## config.mk

```make
export PLATFORM = sky130hd
export DESIGN_NAME = da_seq_acc
export DESIGN_NICKNAME = d
export VERILOG_FILES = /design/src/rtl/da_pkg.sv /design/src/rtl/da_addr_slice.sv /design/src/rtl/da_seq_acc.sv
export SDC_FILE = /design/constraint.sdc
export NUM_CORES = 1
export LEC_CHECK = 0
export CORE_ASPECT_RATIO = 1.2
export CORE_MARGIN = 2
export CORE_UTILIZATION = 57
export CTS_CLUSTER_DIAMETER = 50
export DETAILED_ROUTE_END_ITERATION = 6
export PLACE_DENSITY = 0.84
export RECOVER_POWER = 50
export SLEW_MARGIN = 20
export SYNTH_ARGS = -nofsm -noshare
export SYNTH_HDL_FRONTEND = slang
export SYNTH_SLANG_ARGS = --single-unit
```

## constraint.sdc

```tcl
create_clock -name clk -period 4 [get_ports clk]
set_clock_uncertainty 0.05 [all_clocks]
set_input_delay 0.8 -clock clk [delete_from_list [all_inputs] [get_ports clk]]
set_output_delay 0.8 -clock clk [all_outputs]
set_load 0.005 [all_outputs]
```

## src/rtl/da_pkg.sv

```systemverilog
// Shared definitions for the distributed-arithmetic sequential accumulator.
// Holds the FSM state encoding and the accumulator width derivation so the
// top level and any wrapper agree on the result width.
package da_pkg;

    typedef enum logic [1:0] {
        StIdle,
        StRun,
        StOffset,
        StDone
    } da_state_e;

    // One bit above the LUT sum for the negated term, plus DATA_WIDTH_A bits of
    // shift-and-add growth across the bit-serial pass.
    function automatic int unsigned acc_width(input int unsigned lut_width,
                                              input int unsigned data_width_a);
        return lut_width + 1 + data_width_a;
    endfunction

endpackage

```

## src/rtl/da_addr_slice.sv

```systemverilog
// Offset-binary address generator for one bit slice.
// Ports:
//   bits_i : bit j of every activation, bits_i[k] = A[k][j]
//   addr_o : LUT address, addr_o[k-1] set when A[k][j] matches A[0][j]
//   neg_o  : set when the LUT sum must be negated (A[0][j] is zero)
// Operand 0 is always taken with a plus sign inside the LUT, so the other
// operands are encoded relative to it and the common sign is pulled out.
module da_addr_slice #(
    parameter int unsigned K = 4
) (
    input  logic [K-1:0] bits_i,
    output logic [K-2:0] addr_o,
    output logic         neg_o
);

    always_comb begin
        addr_o = '0;
        for (int k = 1; k < K; k++) begin
            addr_o[k-1] = ~(bits_i[k] ^ bits_i[0]);
        end
        neg_o = ~bits_i[0];
    end

endmodule

```

## src/rtl/da_seq_acc.sv

```systemverilog
// Bit-serial distributed-arithmetic dot product, sum over k of A[k]*B[k].
// The weights live in an external LUT addressed by one activation bit slice
// per cycle; this block walks the slices MSB-first and accumulates the
// signed LUT responses, then applies the offset-binary correction term.
// Ports:
//   clk, rst           : clock, asynchronous active-low reset
//   in_valid, in_ready : operand handshake, A latched on acceptance
//   A                  : K signed activations
//   addr_array         : registered LUT address for the current slice
//   gen_done           : registered strobe, high while addr_array is live
//   LUT_out            : combinational LUT response to addr_array
//   result             : signed dot product, held while out_valid
//   out_valid, out_ready : result handshake
module da_seq_acc
    import da_pkg::*;
#(
    parameter int unsigned DATA_WIDTH_A = 8,
    parameter int unsigned DATA_WIDTH_B = 8,
    parameter int unsigned K            = 4,
    parameter int unsigned LUT_WIDTH    = DATA_WIDTH_B + $clog2(K),
    parameter int unsigned ACC_WIDTH    = acc_width(LUT_WIDTH, DATA_WIDTH_A)
) (
    input  logic                           clk,
    input  logic                           rst,
    input  logic                           in_valid,
    output logic                           in_ready,
    input  logic signed [DATA_WIDTH_A-1:0] A [K],
    output logic        [K-2:0]            addr_array,
    output logic                           gen_done,
    input  logic signed [LUT_WIDTH:0]      LUT_out,
    output logic signed [ACC_WIDTH-1:0]    result,
    output logic                           out_valid,
    input  logic                           out_ready
);

    localparam int unsigned JW = (DATA_WIDTH_A > 1) ? $clog2(DATA_WIDTH_A) : 1;
    localparam logic [JW-1:0] JMax = JW'(DATA_WIDTH_A - 1);

    da_state_e                      state_q;
    logic signed [DATA_WIDTH_A-1:0] a_q [K];
    logic [JW-1:0]                  j_q;
    logic                           last_bit_q;   // bit 0 already issued
    logic [K-2:0]                   addr_q;
    logic                           neg_q;
    logic                           gen_q;
    logic                           first_q;      // addr_q holds the MSB slice
    logic                           off_q;        // addr_q holds the offset slice
    logic signed [ACC_WIDTH-1:0]    acc_q;
    logic                           in_ready_q;
    logic                           out_valid_q;

    logic [K-1:0]                   slice_bits;
    logic [K-2:0]                   slice_addr;
    logic                           slice_neg;
    logic signed [ACC_WIDTH-1:0]    lut_ext;
    logic signed [ACC_WIDTH-1:0]    term;

    always_comb begin
        slice_bits = '0;
        for (int k = 0; k < K; k++) begin
            slice_bits[k] = a_q[k][j_q];
        end
    end

    da_addr_slice #(
        .K (K)
    ) u_addr_slice (
        .bits_i (slice_bits),
        .addr_o (slice_addr),
        .neg_o  (slice_neg)
    );

    // neg_q is registered alongside addr_q, so it matches the LUT response.
    always_comb begin
        lut_ext = {{(ACC_WIDTH - LUT_WIDTH - 1){LUT_out[LUT_WIDTH]}}, LUT_out};
        term    = neg_q ? -lut_ext : lut_ext;
    end

    // Address issue runs one cycle ahead of accumulation: the slice registered
    // on one edge is consumed from LUT_out on the next.
    always_ff @(posedge clk or negedge rst) begin
        if (!rst) begin
            state_q     <= StIdle;
            for (int k = 0; k < K; k++) begin
                a_q[k] <= '0;
            end
            j_q         <= '0;
            last_bit_q  <= 1'b0;
            addr_q      <= '0;
            neg_q       <= 1'b0;
            gen_q       <= 1'b0;
            first_q     <= 1'b0;
            off_q       <= 1'b0;
            acc_q       <= '0;
            in_ready_q  <= 1'b1;
            out_valid_q <= 1'b0;
        end else begin
            if (gen_q) begin
                if (first_q) begin
                    // MSB carries negative weight in two's complement.
                    acc_q <= -term;
                end else if (off_q) begin
                    acc_q <= acc_q + term;
                end else begin
                    acc_q <= (acc_q <<< 1) + term;
                end
            end

            unique case (state_q)
                StIdle: begin
                    if (in_valid && in_ready_q) begin
                        a_q        <= A;
                        acc_q      <= '0;
                        j_q        <= JMax;
                        last_bit_q <= 1'b0;
                        in_ready_q <= 1'b0;
                        state_q    <= StRun;
                    end
                end
                StRun: begin
                    gen_q <= 1'b1;
                    if (last_bit_q) begin
                        // Offset slice: all operands positive, then negated.
                        addr_q  <= '1;
                        neg_q   <= 1'b1;
                        first_q <= 1'b0;
                        off_q   <= 1'b1;
                        state_q <= StOffset;
                    end else begin
                        addr_q  <= slice_addr;
                        neg_q   <= slice_neg;
                        first_q <= (j_q == JMax);
                        off_q   <= 1'b0;
                        if (j_q == '0) begin
                            last_bit_q <= 1'b1;
                        end else begin
                            j_q <= j_q - JW'(1);
                        end
                    end
                end
                StOffset: begin
                    gen_q       <= 1'b0;
                    addr_q      <= '0;
                    neg_q       <= 1'b0;
                    off_q       <= 1'b0;
                    out_valid_q <= 1'b1;
                    state_q     <= StDone;
                end
                StDone: begin
                    if (out_ready) begin
                        out_valid_q <= 1'b0;
                        in_ready_q  <= 1'b1;
                        state_q     <= StIdle;
                    end
                end
                default: state_q <= StIdle;
            endcase
        end
    end

    assign in_ready   = in_ready_q;
    assign addr_array = addr_q;
    assign gen_done   = gen_q;
    assign result     = acc_q;
    assign out_valid  = out_valid_q;

endmodule

```

Word level (Yosys, flattened, before mapping)
Cells that the tools add are included.

Register bits: 66. Input port bits: 47. Output and inout bits: 25. Word-level logic and storage cells: 88.

$add $sub $neg: 5. Order comparisons: 1. Equality and inequality tests: 9. Muxes and demuxes: 38. Bitwise gates (word level): 7. Reductions and logical operators: 13.

Operators by type and width (number): $mux 19 (6); $add 19x19->19 (2); $neg 11->19 (1); $neg 19->19 (1); $bmux 1 s3 (4); $mux 1 (12); $mux 3 (4); $pmux 1 s2 (6); $pmux 3 s2 (2); $ne 2x2->1 const B (5); $pmux 2 s4 (1); $reduce_bool 2->1 (4); $mux 2 (3); $reduce_and 2->1 (3); $reduce_and 3->1 (2); $eq 2x2->1 const B (2); $lt 3x4->1 const B (1); $not 1->1 (4); $reduce_and 4->1 (1); $eq 3x3->1 const B (1); $logic_not 3->1 (1); $sub 3x1->3 const B (1); $xor 1x1->1 (3); $eq 2x1->1 const B (1); 2 further kinds (2).

Logic depth before layout (Yosys ltp)
Depth after elaboration: 8. Gate-level depth with buffers: 16. Gate-level depth less buffers: 15.

By module
Synthesis repeated with hierarchy kept, for this count alone.

Cells, all modules: 659. Area, all modules: 5556.6 µm².

Modules (own cells, without submodules): da_seq_acc (times used 1, cells each 655, area an instance 5526.6 µm², seq. area each 1652.8 µm²); da_addr_slice (times used 1, cells each 4, area an instance 30.0 µm², seq. area each 0.0 µm²).

Worst setup path before layout
Ideal clock, no wire load.

Path type: input port to flip-flop. Start point: in LUT_out[2]. End point: reg acc_q[18] (netlist: result[18]). Setup time: 0.069 ns. Arrival time: 4.003 ns. Data required time: 3.881 ns. Slack: -0.122 ns. Stages: 15. Path buffers: 1. Path through: buf_2 -> nor4_4 -> nand3_1 -> o21ai_0 -> o21ai_0 -> ha_1 -> a21o_1 -> a2111o_1 -> o22ai_1 -> nor4b_2 -> nor4b_2 -> or4_1 -> a31oi_1 -> or4b_1 -> nand3_1.

Word-level cells in the longest chain between the ends: 8. Elaborated cells between the ends (all ways): 10. Those cells by class: 4 x add/sub; 6 x mux.

Ends and longest elaborated chain: start, declared (line da_seq_acc.sv:30) `input logic signed [LUT_WIDTH:0] LUT_out,`; $neg 11->19 (line da_seq_acc.sv:76) `term = neg_q ? -lut_ext : lut_ext;`; $mux 19 * (line da_seq_acc.sv:76); $add 19x19->19 (on tied branches) (line da_seq_acc.sv:105, da_seq_acc.sv:103); $mux 19 (line da_seq_acc.sv:102) `end else if (off_q) begin`; $mux 19 * (line da_seq_acc.sv:99) `if (first_q) begin`; $mux 19 * (line da_seq_acc.sv:98) `if (gen_q) begin`; $mux 19 (line da_seq_acc.sv:111) `if (in_valid && in_ready_q) begin`; $mux 19 * (line da_seq_acc.sv:109) `unique case (state_q)`; end signal, assigned (line da_seq_acc.sv:101) `acc_q <= -term;`; end signal, assigned (line da_seq_acc.sv:103) `acc_q <= acc_q + term;`; end signal, assigned (line da_seq_acc.sv:105) `acc_q <= (acc_q <<< 1) + term;`; end, declared (line da_seq_acc.sv:48) `logic signed [ACC_WIDTH-1:0] acc_q;`.

Every way passes the cells marked *; elsewhere a longest branch is shown, timed or not. A chain may end at the register's enable or synchronous reset.

Worst setup path in the final report
Start point: in LUT_out[5]. End point: reg acc_q[18] (netlist: result[18]).

The elaborated chain is that of the path after synthesis.

==> results.json <==
{
  "area.growth.synth_to_final_pct": 41.1,
  "cts_max_path_buffers": 2,
  "worst_slew_pin_slew_ns": 1.64,
  "grt_first_pass_wirelength_um": 28800,
  "violations": "max-capacitance violations, max-slew violations",
  "delay_of_the_slowest_cell_on_the_worst_path_ns": 0.53,
  "diodes_inserted": 0,
  "count_of_buffers_inserted_at_the_top_level_ports": 71,
  "die-area_um2": 10300,
  "yosysWarnings": 0,
  "netlist_instances": 662,
  "grt_setup_unrepaired": "yes",
  "drt-pass1-iter-count": 7,
  "finalPower_mw": 8.17,
  "synthArstFlopShare_pct": 100,
  "setup_viol_count_final": 0,
  "ys.flop_type": "sky130_fd_sc_hd__dfrtp_1",
  "pin_count_of_the_biggest_net_entering_global_routing": 67,
  "achievable-frequency_mhz": 253,
  "share_of_layout_cells_above_drive_strength_1_pct": 24.6,
  "core-area_um2": 9130,
  "slowest_cell_on_the_critical_path": "sky130_fd_sc_hd__or4b_1",
  "path_class": "input pin to flip-flop",
  "synth_sequential_area_ratio_pct": 30.6,
  "placementRows": 38,
  "period_needed_ns": 3.96,
  "count_of_final_hold_check_violations": 0,
  "cp_data_required_time_ns": 4.25,
  "setup.worst_path.start_class": "input pin",
  "drt-wirelength-per-cell_um": 18.5,
  "post-route-worst-setup-slack_ns": 0.0406,
  "final_antenna_net_count": 0,
  "end_kind": "flip-flop",
  "netlist_area_before_placement_um2": 5400,
  "max-vdd-ir-drop_mv": 0.556,
  "cts_made_buffers": 9,
  "grt_antenna_before_repair": 0,
  "fin_nets": 945,
  "place_worst_setup_slack_ns": -0.757,
  "postSynthRegisterBits": 66,
  "vias_in_the_first_global_route": 6138,
  "worst_ep_arrival_time_ns": 4.21,
  "run_status": "finished with violations",
  "post-dp-hpwl_um": 12900,
  "number_of_flops_mapped_to_enable_cells_by_yosys": 0,
  "power-per-cell-area_nw_per_um2": 1070,
  "die_w_um": 92.9,
  "post-route-drc-count": 0,
  "clock_sinks": 66,
  "placement.cell_area_um2": 7060,
  "track_usage_pct": 35.1,
  "maxCapViolations": 1,
  "worst_slack_on_hold_paths_ns": 0.431,
  "maxSlewHeadroom_pct": -9.43,
  "clkSlewWorstSetupHoldPaths_ns": 0.09,
  "clock_tree_from_tritoncts": "done",
  "io_pins": 72,
  "finalCritPeriodShare_pct": 99.0,
  "htreeDepth": 3,
  "leakage_nw": 3.63,
  "critical_path_cell_list": "clkbuf_2 -> nor4_4 -> buf_4 -> nand3_4 -> o21ai_4 -> o21ai_2 -> ha_1 -> a21o_1 -> a2111o_1 -> a21oi_2 -> nor4b_4 -> nor4b_4 -> or4_4 -> a31oi_2 -> or4b_1 -> nand3_1",
  "vias": 5989,
  "total_nets_after_synthesis": 757,
  "globalRoute.totalOverflow": 0,
  "synth.avg_cell_area_um2": 8.16,
  "drt_first_iter_violations": 405,
  "cts_root_buf": "sky130_fd_sc_hd__clkbuf_8",
  "routed_wl_um": 18000,
  "initial_core_util_pct": 59.2,
  "finish.instance_area_um2": 7620,
  "ys_types": 62,
  "worst-path-max-fanout": 3,
  "cts_hold_repair.buffers": 0,
  "die_height_um": 111,
  "vias_per_cell": 6.14,
  "slew_viol_final": 67,
  "hold_path_class": "flip-flop to flip-flop",
  "clock_latency_ns": 0.36,
  "routabilityCongestion": 1.02,
  "crit_path_frequent_cell": "sky130_fd_sc_hd__nor4b_4"
}
-- final cells by class --
| type | count | area, um2 |
|---|---|---|
| clock buffers | 11 | 141 |
| fillers | 555 | 1510 |
| multi-input cells | 537 | 3770 |
| repair buffers | 203 | 1690 |
| clock inverters | 5 | 86.3 |
| inverters | 33 | 124 |
| well taps | 120 | 150 |
| flip-flops and latches | 66 | 1650 |
-- per-stage QoR --
step	instances	util [%]	setup TNS (ns)
after floorplan	662	-	0
after global placement	946	77.3	-3.86
after detailed placement	946	77.3	-5.23
after CTS	967	81.8	-0.00706
after global routing	975	83.5	-0.150
final	975	83.5	0
-- layout by cell type, fill, tap and decap left out, types with 7 or more instances in the layout --
cell and n:
sky130_fd_sc_hd__nand2_1 126, sky130_fd_sc_hd__a21o_1 16, sky130_fd_sc_hd__xor2_1 11, sky130_fd_sc_hd__mux4_2 8
sky130_fd_sc_hd__a211oi_1 17, sky130_fd_sc_hd__inv_1 30, sky130_fd_sc_hd__mux2i_1 7, sky130_fd_sc_hd__nor2_1 55
sky130_fd_sc_hd__clkbuf_8 10, sky130_fd_sc_hd__buf_4 128, sky130_fd_sc_hd__clkdlybuf4s50_1 58, sky130_fd_sc_hd__ha_1 42
sky130_fd_sc_hd__o21ai_1 9, sky130_fd_sc_hd__a21oi_1 44, sky130_fd_sc_hd__nand3_1 11, sky130_fd_sc_hd__o21ai_0 30
sky130_fd_sc_hd__nor3_1 15, sky130_fd_sc_hd__xnor2_1 32, sky130_fd_sc_hd__dfrtp_1 65
-- worst paths after layout --
check | start | endpoint | slack (ns) | cells past startpoint
max | LUT_out[5] | result[18] | 0.04 | 16
min | a_q[8] | a_q[8] | 0.43 | 2
max reg2reg | neg_q | result[18] | 0.52 | 14
min reg2reg | a_q[8] | a_q[8] | 0.43 | 2
max in group asynchronous | rst | result[2] | 2.02 | 2
min in group asynchronous | rst | a_q[18] | 0.89 | 2
-- layer usage --
metal  wire length (um)  share of wire [%]  global-route usage [%]
met2               9190                 51                    60.2
met4                984                5.5                    19.3
met1               6730                 37                    41.1
met3               1130                6.3                    6.25
met5                  0                  0                       0
-- where the power goes --
group	leakage (nW)	total [mW]	switching, mW	internal (mW)
registers	0.804	1.39	0.384	1.00
clock network	0.114	0.662	0.289	0.373
logic	2.71	6.12	3.13	2.99
total	3.63	8.17	3.80	4.37
-- cell usage after synthesis (2+ instances only) --
master / number / area, um2
sky130_fd_sc_hd__or3_1: 3 / 18.8
sky130_fd_sc_hd__nand4_1: 6 / 37.5
sky130_fd_sc_hd__mux2i_1: 7 / 70.1
sky130_fd_sc_hd__o21a_1: 3 / 22.5
sky130_fd_sc_hd__a21oi_1: 50 / 250
sky130_fd_sc_hd__o21ai_1: 3 / 15.0
sky130_fd_sc_hd__o22ai_1: 7 / 43.8
sky130_fd_sc_hd__xnor2_1: 34 / 298
sky130_fd_sc_hd__o211ai_1: 3 / 22.5
sky130_fd_sc_hd__a31o_2: 3 / 26.3
sky130_fd_sc_hd__nand2_1: 128 / 480
sky130_fd_sc_hd__clkbuf_1: 19 / 71.3
sky130_fd_sc_hd__mux4_2: 8 / 180
sky130_fd_sc_hd__o21bai_1: 4 / 30.0
sky130_fd_sc_hd__nand2b_1: 6 / 37.5
sky130_fd_sc_hd__a211oi_1: 20 / 150
sky130_fd_sc_hd__o31a_1: 2 / 17.5
sky130_fd_sc_hd__nor4b_2: 3 / 45.0
sky130_fd_sc_hd__nor4_1: 2 / 12.5
sky130_fd_sc_hd__a21o_1: 16 / 120
sky130_fd_sc_hd__nor2_1: 56 / 210
sky130_fd_sc_hd__buf_2: 3 / 15.0
sky130_fd_sc_hd__a31oi_1: 7 / 43.8
sky130_fd_sc_hd__o31ai_1: 4 / 30.0
sky130_fd_sc_hd__nor2b_1: 3 / 18.8
sky130_fd_sc_hd__buf_1: 4 / 15.0
sky130_fd_sc_hd__nand3_1: 13 / 65.1
sky130_fd_sc_hd__or3_2: 2 / 15.0
sky130_fd_sc_hd__dfrtp_1: 65 / 1630
sky130_fd_sc_hd__xor2_1: 11 / 96.3
sky130_fd_sc_hd__nor3_1: 16 / 80.1
sky130_fd_sc_hd__o21ai_0: 40 / 200
sky130_fd_sc_hd__nand3b_1: 3 / 22.5
sky130_fd_sc_hd__inv_1: 32 / 120
sky130_fd_sc_hd__fa_1: 2 / 40.0
sky130_fd_sc_hd__ha_1: 46 / 576
sky130_fd_sc_hd__and4_1: 3 / 26.3
-- logic make-up after synthesis --
logic type | after synthesis | synth area share (%)
XOR/XNOR | 46 | 7.59
buffers and inverters | 59 | 4.17
flip-flops | 66 | 30.6
adder cells (fa/ha/maj) | 48 | 11.4
AND/OR/NAND/NOR | 252 | 21.2
AO/OA/AOI/OAI | 176 | 20.4
multiplexers | 15 | 4.63
-- flip-flops by register name, summed over array words and instances, names as in the netlist --
signal	count
result	19
first_q	1
last_bit_q	1
addr_array	3
neg_q	1
state_q	2
j_q	3
out_valid	1
off_q	1
in_ready	1
gen_done	1
a_q	32
-- critical path, delay by kind of cell --
family | cells | cell delay (ns)
buf+inv | 2 | 0.29
fa+ha+maj | 1 | 0.33
compound gates | 6 | 1.18
simple gates | 7 | 1.61
-- what timing repair did --
item / 4_1_cts / 5_1_grt
gates resized for setup: 34 / 40
pin swaps: 18 / 27
cloned: 0 / 0
endpoints found under the setup margin: 7 / 9
buffers inserted: 5 / 8
(Power assumes the default switching activity.)
